[src/rtl/prefetch_pkg.sv]
`default_nettype none
// ============================================================================
// Module   : prefetch_pkg
// Purpose  : Constants and FSM state encoding shared by the next-line
//            prefetcher and the prefetch issuer.
// Revision : 1.0 - initial release
// ============================================================================
package prefetch_pkg;

    localparam int ADDR_W          = 32;
    localparam int BLOCK_SIZE_BYTE = 16;
    localparam int QUEUE_DEPTH     = 4;
    localparam int BEAT_BYTES      = 4;
    localparam int OFS             = $clog2(BLOCK_SIZE_BYTE);
    localparam int BLK_W           = ADDR_W - OFS;

    typedef enum logic [1:0] {
        ST_IDLE = 2'd0,
        ST_REQ  = 2'd1,
        ST_DATA = 2'd2,
        ST_FILL = 2'd3
    } issue_state_e;

    // Counter width that never collapses to zero bits (a one-beat block
    // still needs a legal counter).
    function automatic int cnt_width(input int count);
        return (count <= 1) ? 1 : $clog2(count);
    endfunction

endpackage
`default_nettype wire

[src/rtl/pf_req_fifo.sv]
`default_nettype none
// ============================================================================
// Module   : pf_req_fifo
// Purpose  : Pending prefetch-request queue. Synchronous FIFO with per-entry
//            valid bits and a combinational "is this address queued" probe.
// Revision : 1.0 - initial release
// ============================================================================
module pf_req_fifo #(
    parameter int WIDTH = 28,
    parameter int DEPTH = 4
) (
    input  logic             clk,
    input  logic             rst,
    input  logic             push,
    input  logic [WIDTH-1:0] push_data,
    input  logic             pop,
    output logic [WIDTH-1:0] pop_data,
    output logic             full,
    output logic             empty,
    input  logic [WIDTH-1:0] match_addr,
    output logic             contains
);
    import prefetch_pkg::*;

    localparam int PTR_W = $clog2(DEPTH);

    // Pointers carry one extra MSB so full and empty are distinguishable.
    logic [PTR_W:0]   wr_ptr_q, wr_ptr_d;
    logic [PTR_W:0]   rd_ptr_q, rd_ptr_d;
    logic [WIDTH-1:0] mem_q [DEPTH];
    logic [WIDTH-1:0] mem_d [DEPTH];
    logic [DEPTH-1:0] vld_q, vld_d;
    logic [DEPTH-1:0] w_hit;
    logic [PTR_W-1:0] w_wr_idx;
    logic [PTR_W-1:0] w_rd_idx;
    logic             w_push;
    logic             w_pop;

    assign w_wr_idx = wr_ptr_q[PTR_W-1:0];
    assign w_rd_idx = rd_ptr_q[PTR_W-1:0];
    assign empty    = (wr_ptr_q == rd_ptr_q);
    assign full     = (wr_ptr_q[PTR_W] != rd_ptr_q[PTR_W]) && (w_wr_idx == w_rd_idx);
    assign w_push   = push && !full;
    assign w_pop    = pop && !empty;
    assign pop_data = mem_q[w_rd_idx];

    // One comparator per slot; only live entries may report a hit.
    for (genvar i = 0; i < DEPTH; i++) begin : g_match
        assign w_hit[i] = vld_q[i] && (mem_q[i] == match_addr);
    end
    assign contains = |w_hit;

    // Next-state for pointers, storage and valid bits.
    always_comb begin
        wr_ptr_d = wr_ptr_q;
        rd_ptr_d = rd_ptr_q;
        vld_d    = vld_q;
        mem_d    = mem_q;
        if (w_push) begin
            mem_d[w_wr_idx] = push_data;
            vld_d[w_wr_idx] = 1'b1;
            wr_ptr_d        = wr_ptr_q + 1'b1;
        end
        if (w_pop) begin
            vld_d[w_rd_idx] = 1'b0;
            rd_ptr_d        = rd_ptr_q + 1'b1;
        end
    end

    // Control state is reset; payload storage is qualified by the valid bits.
    always_ff @(posedge clk) begin
        if (rst) begin
            wr_ptr_q <= '0;
            rd_ptr_q <= '0;
            vld_q    <= '0;
        end else begin
            wr_ptr_q <= wr_ptr_d;
            rd_ptr_q <= rd_ptr_d;
            vld_q    <= vld_d;
        end
    end

    // Payload storage update.
    always_ff @(posedge clk) begin
        for (int i = 0; i < DEPTH; i++) begin
            mem_q[i] <= mem_d[i];
        end
    end

endmodule
`default_nettype wire

[src/rtl/prefetch_issuer.sv]
`default_nettype none
// ============================================================================
// Module   : prefetch_issuer
// Purpose  : Queues prefetch block addresses, drops duplicates, issues one
//            block read at a time to memory, assembles the response beats
//            and returns each completed block as a one-cycle fill.
// Revision : 1.0 - initial release
// ============================================================================
module prefetch_issuer #(
    parameter int BLOCK_SIZE_BYTE = 16,
    parameter int QUEUE_DEPTH     = 4,
    parameter int BEAT_BYTES      = 4
) (
    input  logic                                clk,
    input  logic                                rst,
    input  logic                                pf_req_valid,
    input  logic [31-$clog2(BLOCK_SIZE_BYTE):0] pf_req_addr,
    output logic                                pf_req_ready,
    output logic                                mem_req_valid,
    output logic [31:0]                         mem_req_addr,
    input  logic                                mem_req_ready,
    input  logic                                mem_rsp_valid,
    input  logic [31:0]                         mem_rsp_data,
    output logic                                fill_valid,
    output logic [31-$clog2(BLOCK_SIZE_BYTE):0] fill_addr,
    output logic [8*BLOCK_SIZE_BYTE-1:0]        fill_data,
    output logic [15:0]                         drop_cnt
);
    import prefetch_pkg::*;

    localparam int OFS    = $clog2(BLOCK_SIZE_BYTE);
    localparam int BLK_W  = ADDR_W - OFS;
    localparam int BEATS  = BLOCK_SIZE_BYTE / BEAT_BYTES;
    localparam int BEAT_W = cnt_width(BEATS);
    localparam int DATA_W = 8 * BLOCK_SIZE_BYTE;
    localparam logic [BEAT_W-1:0] LAST_BEAT = BEAT_W'(BEATS - 1);

    issue_state_e       state_q, state_d;
    logic [BLK_W-1:0]   inflight_q, inflight_d;
    logic [BEAT_W-1:0]  beat_cnt_q, beat_cnt_d;
    logic [DATA_W-1:0]  data_buf_q, data_buf_d;
    logic               mem_req_valid_q, mem_req_valid_d;
    logic               fill_valid_q, fill_valid_d;
    logic [BLK_W-1:0]   fill_addr_q, fill_addr_d;
    logic [DATA_W-1:0]  fill_data_q, fill_data_d;
    logic [15:0]        drop_cnt_q, drop_cnt_d;

    logic               w_full;
    logic               w_empty;
    logic               w_contains;
    logic [BLK_W-1:0]   w_head;
    logic               w_accept;
    logic               w_dup;
    logic               w_push;
    logic               w_pop;

    pf_req_fifo #(
        .WIDTH (BLK_W),
        .DEPTH (QUEUE_DEPTH)
    ) u_fifo (
        .clk        (clk),
        .rst        (rst),
        .push       (w_push),
        .push_data  (pf_req_addr),
        .pop        (w_pop),
        .pop_data   (w_head),
        .full       (w_full),
        .empty      (w_empty),
        .match_addr (pf_req_addr),
        .contains   (w_contains)
    );

    // Ready depends only on registered queue state, never on this cycle's pop.
    assign pf_req_ready = !w_full;
    assign w_accept     = pf_req_valid && !w_full;
    // The in-flight block counts as pending for every state except IDLE.
    assign w_dup        = w_contains || ((state_q != ST_IDLE) && (pf_req_addr == inflight_q));
    assign w_push       = w_accept && !w_dup;
    assign w_pop        = (state_q == ST_IDLE) && !w_empty;

    assign mem_req_valid = mem_req_valid_q;
    assign mem_req_addr  = {inflight_q, {OFS{1'b0}}};
    assign fill_valid    = fill_valid_q;
    assign fill_addr     = fill_addr_q;
    assign fill_data     = fill_data_q;
    assign drop_cnt      = drop_cnt_q;

    // Issue FSM next-state, beat assembly and saturating duplicate counter.
    always_comb begin
        state_d         = state_q;
        inflight_d      = inflight_q;
        beat_cnt_d      = beat_cnt_q;
        data_buf_d      = data_buf_q;
        mem_req_valid_d = mem_req_valid_q;
        fill_valid_d    = 1'b0;
        fill_addr_d     = fill_addr_q;
        fill_data_d     = fill_data_q;
        drop_cnt_d      = drop_cnt_q;

        if (w_accept && w_dup && (drop_cnt_q != 16'hFFFF)) begin
            drop_cnt_d = drop_cnt_q + 16'd1;
        end

        case (state_q)
            ST_IDLE: begin
                if (w_pop) begin
                    inflight_d      = w_head;
                    mem_req_valid_d = 1'b1;
                    state_d         = ST_REQ;
                end
            end
            ST_REQ: begin
                if (mem_req_ready) begin
                    mem_req_valid_d = 1'b0;
                    beat_cnt_d      = '0;
                    state_d         = ST_DATA;
                end
            end
            ST_DATA: begin
                if (mem_rsp_valid) begin
                    data_buf_d[32*beat_cnt_q +: 32] = mem_rsp_data;
                    beat_cnt_d                      = beat_cnt_q + 1'b1;
                    if (beat_cnt_q == LAST_BEAT) begin
                        fill_valid_d = 1'b1;
                        fill_addr_d  = inflight_q;
                        fill_data_d  = data_buf_d;
                        state_d      = ST_FILL;
                    end
                end
            end
            ST_FILL: begin
                state_d = ST_IDLE;
            end
            default: begin
                state_d = ST_IDLE;
            end
        endcase
    end

    // Register all FSM state and outputs; reset abandons any transfer.
    always_ff @(posedge clk) begin
        if (rst) begin
            state_q         <= ST_IDLE;
            inflight_q      <= '0;
            beat_cnt_q      <= '0;
            data_buf_q      <= '0;
            mem_req_valid_q <= 1'b0;
            fill_valid_q    <= 1'b0;
            fill_addr_q     <= '0;
            fill_data_q     <= '0;
            drop_cnt_q      <= '0;
        end else begin
            state_q         <= state_d;
            inflight_q      <= inflight_d;
            beat_cnt_q      <= beat_cnt_d;
            data_buf_q      <= data_buf_d;
            mem_req_valid_q <= mem_req_valid_d;
            fill_valid_q    <= fill_valid_d;
            fill_addr_q     <= fill_addr_d;
            fill_data_q     <= fill_data_d;
            drop_cnt_q      <= drop_cnt_d;
        end
    end

endmodule
`default_nettype wire

[config.mk]
export PLATFORM = sky130hd
export DESIGN_NAME = prefetch_issuer
export DESIGN_NICKNAME = d
export VERILOG_FILES = /design/src/rtl/prefetch_pkg.sv /design/src/rtl/pf_req_fifo.sv /design/src/rtl/prefetch_issuer.sv
export SDC_FILE = /design/constraint.sdc
export NUM_CORES = 1
export LEC_CHECK = 0
export ABC_AREA = 0
export BUFFER_PORTS_ARGS = -buffer_cell sky130_fd_sc_hd__buf_2
export CELL_PAD_IN_SITES_DETAIL_PLACEMENT = 1
export CELL_PAD_IN_SITES_GLOBAL_PLACEMENT = 1
export CORE_ASPECT_RATIO = 0.75
export CORE_MARGIN = 5
export CORE_UTILIZATION = 45
export DETAILED_ROUTE_END_ITERATION = 8
export PLACE_DENSITY = 0.79
export RECOVER_POWER = 50
export SLEW_MARGIN = 20
export SYNTH_ARGS = -nofsm -noshare
export SYNTH_HDL_FRONTEND = slang
export SYNTH_SLANG_ARGS = --single-unit
[constraint.sdc]
create_clock -name clk -period 3.6 [get_ports clk]
set_clock_uncertainty 0.1 [all_clocks]
set_input_delay 0.72 -clock clk [delete_from_list [all_inputs] [get_ports clk]]
set_output_delay 0.72 -clock clk [all_outputs]
set_load 0.02 [all_outputs]
==> results.py <==
metrics = {
    "run_status": {
        "run_status": "completed",
    },
    "drt": {
        "detailed_route_via_count": 15840,
        "route.detailed.drc": 0,
        "detail_route.iter0.violations": 1286,
        "average_vias_per_placed_instance": 5.704,
        "totalWireLength_mm": 65.38,
        "number_of_nets_still_failing_antenna_checks_after_routing": 0,
        "drt_pre_antenna_iters": 5,
        "detail_route.wl_per_cell_um": 23.54,
    },
    "worst_setup_path": {
        "cpLargestDelayFamily": "simple AND/OR/NAND/NOR gates",
        "worst-path-buf-inv": 2,
        "worst-endpoint-required_ns": 3.94,
        "max_stage_delay_ns": 0.51,
        "worst_ep_arrival_time_ns": 3.70,
        "crit_path_max_fanout": 29,
        "timing.critical_path.cells": "clkbuf_1, xnor2_1, nand4_1, nor4_2, nand4_1, and3_1, and3_1, buf_12, o21a_1",
        "worstSetupPathType": "in2reg",
        "minimum_setup_slack_among_reg_to_reg_paths_ns": 0.31,
        "startpoint_type": "input port",
        "critical-path-slowest-cell": "nor4_2",
        "end_kind": "register",
    },
    "grt": {
        "globalRouteOverflowTotal": 0,
        "groute.usage.overall_pct": 26.36,
        "number_of_global_route_vias_before_repair": 15980,
        "grt_first_pass_wirelength_mm": 98.50,
        "antenna_found_initial": 3,
        "grt_start_max_net_pins": 87,
    },
    "floorplanning": {
        "floorplan.die.height_um": 190.6,
        "starting_density_of_the_core_pct": 45.32,
        "dieWidth_um": 250.8,
        "ios": 272,
        "placementRows": 66,
        "floorplan.core_area_sq_mm": 0.04319,
        "design.die.area_sq_mm": 0.04781,
    },
    "logic_synthesis": {
        "synth.area.mux_share_pct": 3.618,
        "synth.distinct_cells": 46,
        "post-synth-top-area-cell": "dfxtp_1",
        "synthXorXnorAreaFrac_pct": 6.680,
        "synth-compound-area-share_pct": 16.12,
        "synth.cell_area_sq_mm": 0.01957,
        "synth_edf_count": 112,
        "most_frequent_cells_after_synthesis": "dfxtp_1, nor2_1, a211oi_1",
        "synth_top_family_by_area": "compound AO/OA/AOI/OAI gates",
        "most_area_consuming_cells_after_synthesis": "dfxtp_1, edfxtp_1, a211oi_1",
        "syn_avg_cell_area_sq_um": 9.905,
        "dominantRegCellSynth": "dfxtp_1",
        "async_s_r_ff_share_synth_pct": 0,
        "synthesis.instances": 1976,
        "post_synth_and_or_nand_nor_area_fraction_pct": 15.27,
        "ys.warnings.count": 0,
        "synth-seq-area-share_pct": 52.37,
        "synth.most_common_cell": "dfxtp_1",
        "post_synth_fa_ha_maj_area_fraction_pct": 1.151,
        "synth_top_area_share_pct": 35.19,
        "synth-seq-cells": 456,
    },
    "clock_tree": {
        "htreeDepth": 2,
        "cts_hold_buffers": 0,
        "cts_root_buf": "clkbuf_16",
        "clock_sink_count": 456,
        "clock_latency_ns": 0.56,
        "tritoncts.num_buffers": 47,
        "worst_setup_hold_path_clk_slew_ns": 0.06,
        "tritoncts": "built",
        "cts_buffer_depth": 3,
    },
    "power_and_ir_drop": {
        "power_leakage_nw": 7.125,
        "p_per_area_mw_per_mm2": 618.4,
        "max-vdd-ir-drop_mv": 0.3848,
        "power_mw": 13.92,
    },
    "timing": {
        "grt_setup_unrepaired": "no",
        "finalMaxSlewViolations": 0,
        "max_clock_freq_ghz": 0.2971,
        "slew-limit-headroom_pct": 18.78,
        "hold_violations": 0,
        "layout_worst_path_cycle_share_pct": 93.51,
        "fin_hold_ws_ns": 0.3546,
        "finalCriticalPeriod_ns": 3.366,
        "finalSetupViolations": 0,
        "worstMarginPinSlew_ns": 1.218,
        "setup_tns_ns": 0,
    },
    "placement": {
        "placed_cell_area_sq_mm": 0.02129,
        "total_of_buffers_placed_on_input_and_output_ports": 267,
        "place_hpwl_mm": 45.24,
        "gp_routability_congestion": 0.9424,
        "place.detailed.instances": 2689,
    },
    "cells_and_area": {
        "final_cells": 2777,
        "post_route_cells_drive_above_1_share_pct": 9.099,
        "final_nets": 2243,
        "area_delta_synth_final_pct": 15.04,
        "final_design_area_no_fill_sq_mm": 0.02252,
    },
    "min_path": {
        "min_delay_worst_type": "reg2reg",
    },
    "job": {
        "max_cap_violations": 0,
    },
}
-- routing by layer --
layer	up-vias	GRT usage (%)	wire length, um
met1	7918	39.52	30690
met5	-	0	0
li1	7348	-	-
met2	505	38.96	27980
met4	0	5.434	1103
met3	70	6.381	5605
-- through the flow --
| step | setup slack, ns | utilization, % |
|---|---|---|
| 6_report | 0.2336 | 52.13 |
| 5_1_grt | 0.07086 | 52.13 |
| 4_1_cts | 0.2729 | 52.87 |
| 3_5_place_dp | -0.2031 | 49.30 |
| 3_3_place_gp | -0.1024 | 49.30 |
| 2_1_floorplan | 0.4629 | - |
-- cells in the final DEF (no fill, tap or decap), types with 11 or more instances in the layout --
cell type,count
dfxtp_1,343
nor2_1,270
a211oi_1,256
clkbuf_1,246
a21oi_1,202
nand2_1,135
nor2b_1,134
xnor2_1,127
edfxtp_1,112
clkbuf_16,49
buf_2,39
nand4_1,33
mux4_2,28
buf_4,28
ha_1,18
nand3_1,17
xor2_1,13
inv_1,12
buf_12,11
-- worst min-delay path: stages (launching register included) --
cell and delay [ns]:
dfxtp_1 0.31, nand2_1 0.05, a21oi_1 0.05
-- layout make-up --
cell class | count | area, sq um
Fill cell | 4950 | 20670
Sequential cell | 456 | 10250
Multi-Input combinational cell | 1331 | 8433
Timing Repair Buffer | 312 | 1518
Clock buffer | 75 | 1425
Tap cell | 578 | 723.2
Clock inverter | 12 | 117.6
Inverter | 12 | 45.04
Antenna cell | 1 | 2.502
-- registers in the layout, indices dropped and copies added (netlist names) --
| signal | flops |
|---|---|
| data_buf_q | 128 |
| fill_data | 128 |
| u_fifo.mem_q | 112 |
| fill_addr | 28 |
| inflight_q | 28 |
| drop_cnt | 16 |
| u_fifo.vld_q | 4 |
| u_fifo.rd_ptr_q | 3 |
| u_fifo.wr_ptr_q | 3 |
| beat_cnt_q | 2 |
| state_q | 2 |
| fill_valid | 1 |
| mem_req_valid | 1 |
-- path summary, 6_finish.rpt --
check                              startpoint                         end  cells past startpoint
setup / recovery              pf_req_addr[20]  u_fifo.vld_q[1]$_SDFF_PP0_                      9
hold / removal     fill_addr[25]$_SDFFE_PP0P_  fill_addr[25]$_SDFFE_PP0P_                      2
setup reg to reg  u_fifo.mem_q[104]$_DFFE_PP_  u_fifo.vld_q[1]$_SDFF_PP0_                      8
hold reg to reg    fill_addr[25]$_SDFFE_PP0P_  fill_addr[25]$_SDFFE_PP0P_                      2
-- report_power, final --
group / leakage [nW] / internal [mW] / switching (mW)
clock: 0.756 / 2.86 / 2.06
combinational: 2.56 / 1.06 / 1.91
sequential: 3.81 / 5.67 / 0.363
total: 7.12 / 9.59 / 4.33
-- cell families after synthesis --
family | count (synthesis)
mux | 35
fa+ha+maj | 18
simple gates | 639
compound gates | 490
buf+inv | 192
flops | 456
other cells | 1
xor+xnor | 145
-- what timing repair did --
item / in CTS / in global routing
gates resized for setup: 0 / 1
endpoints found under the setup margin: 0 / 129
buffers inserted: 0 / 0
Note: power is estimated with default switching activity, not from simulation.
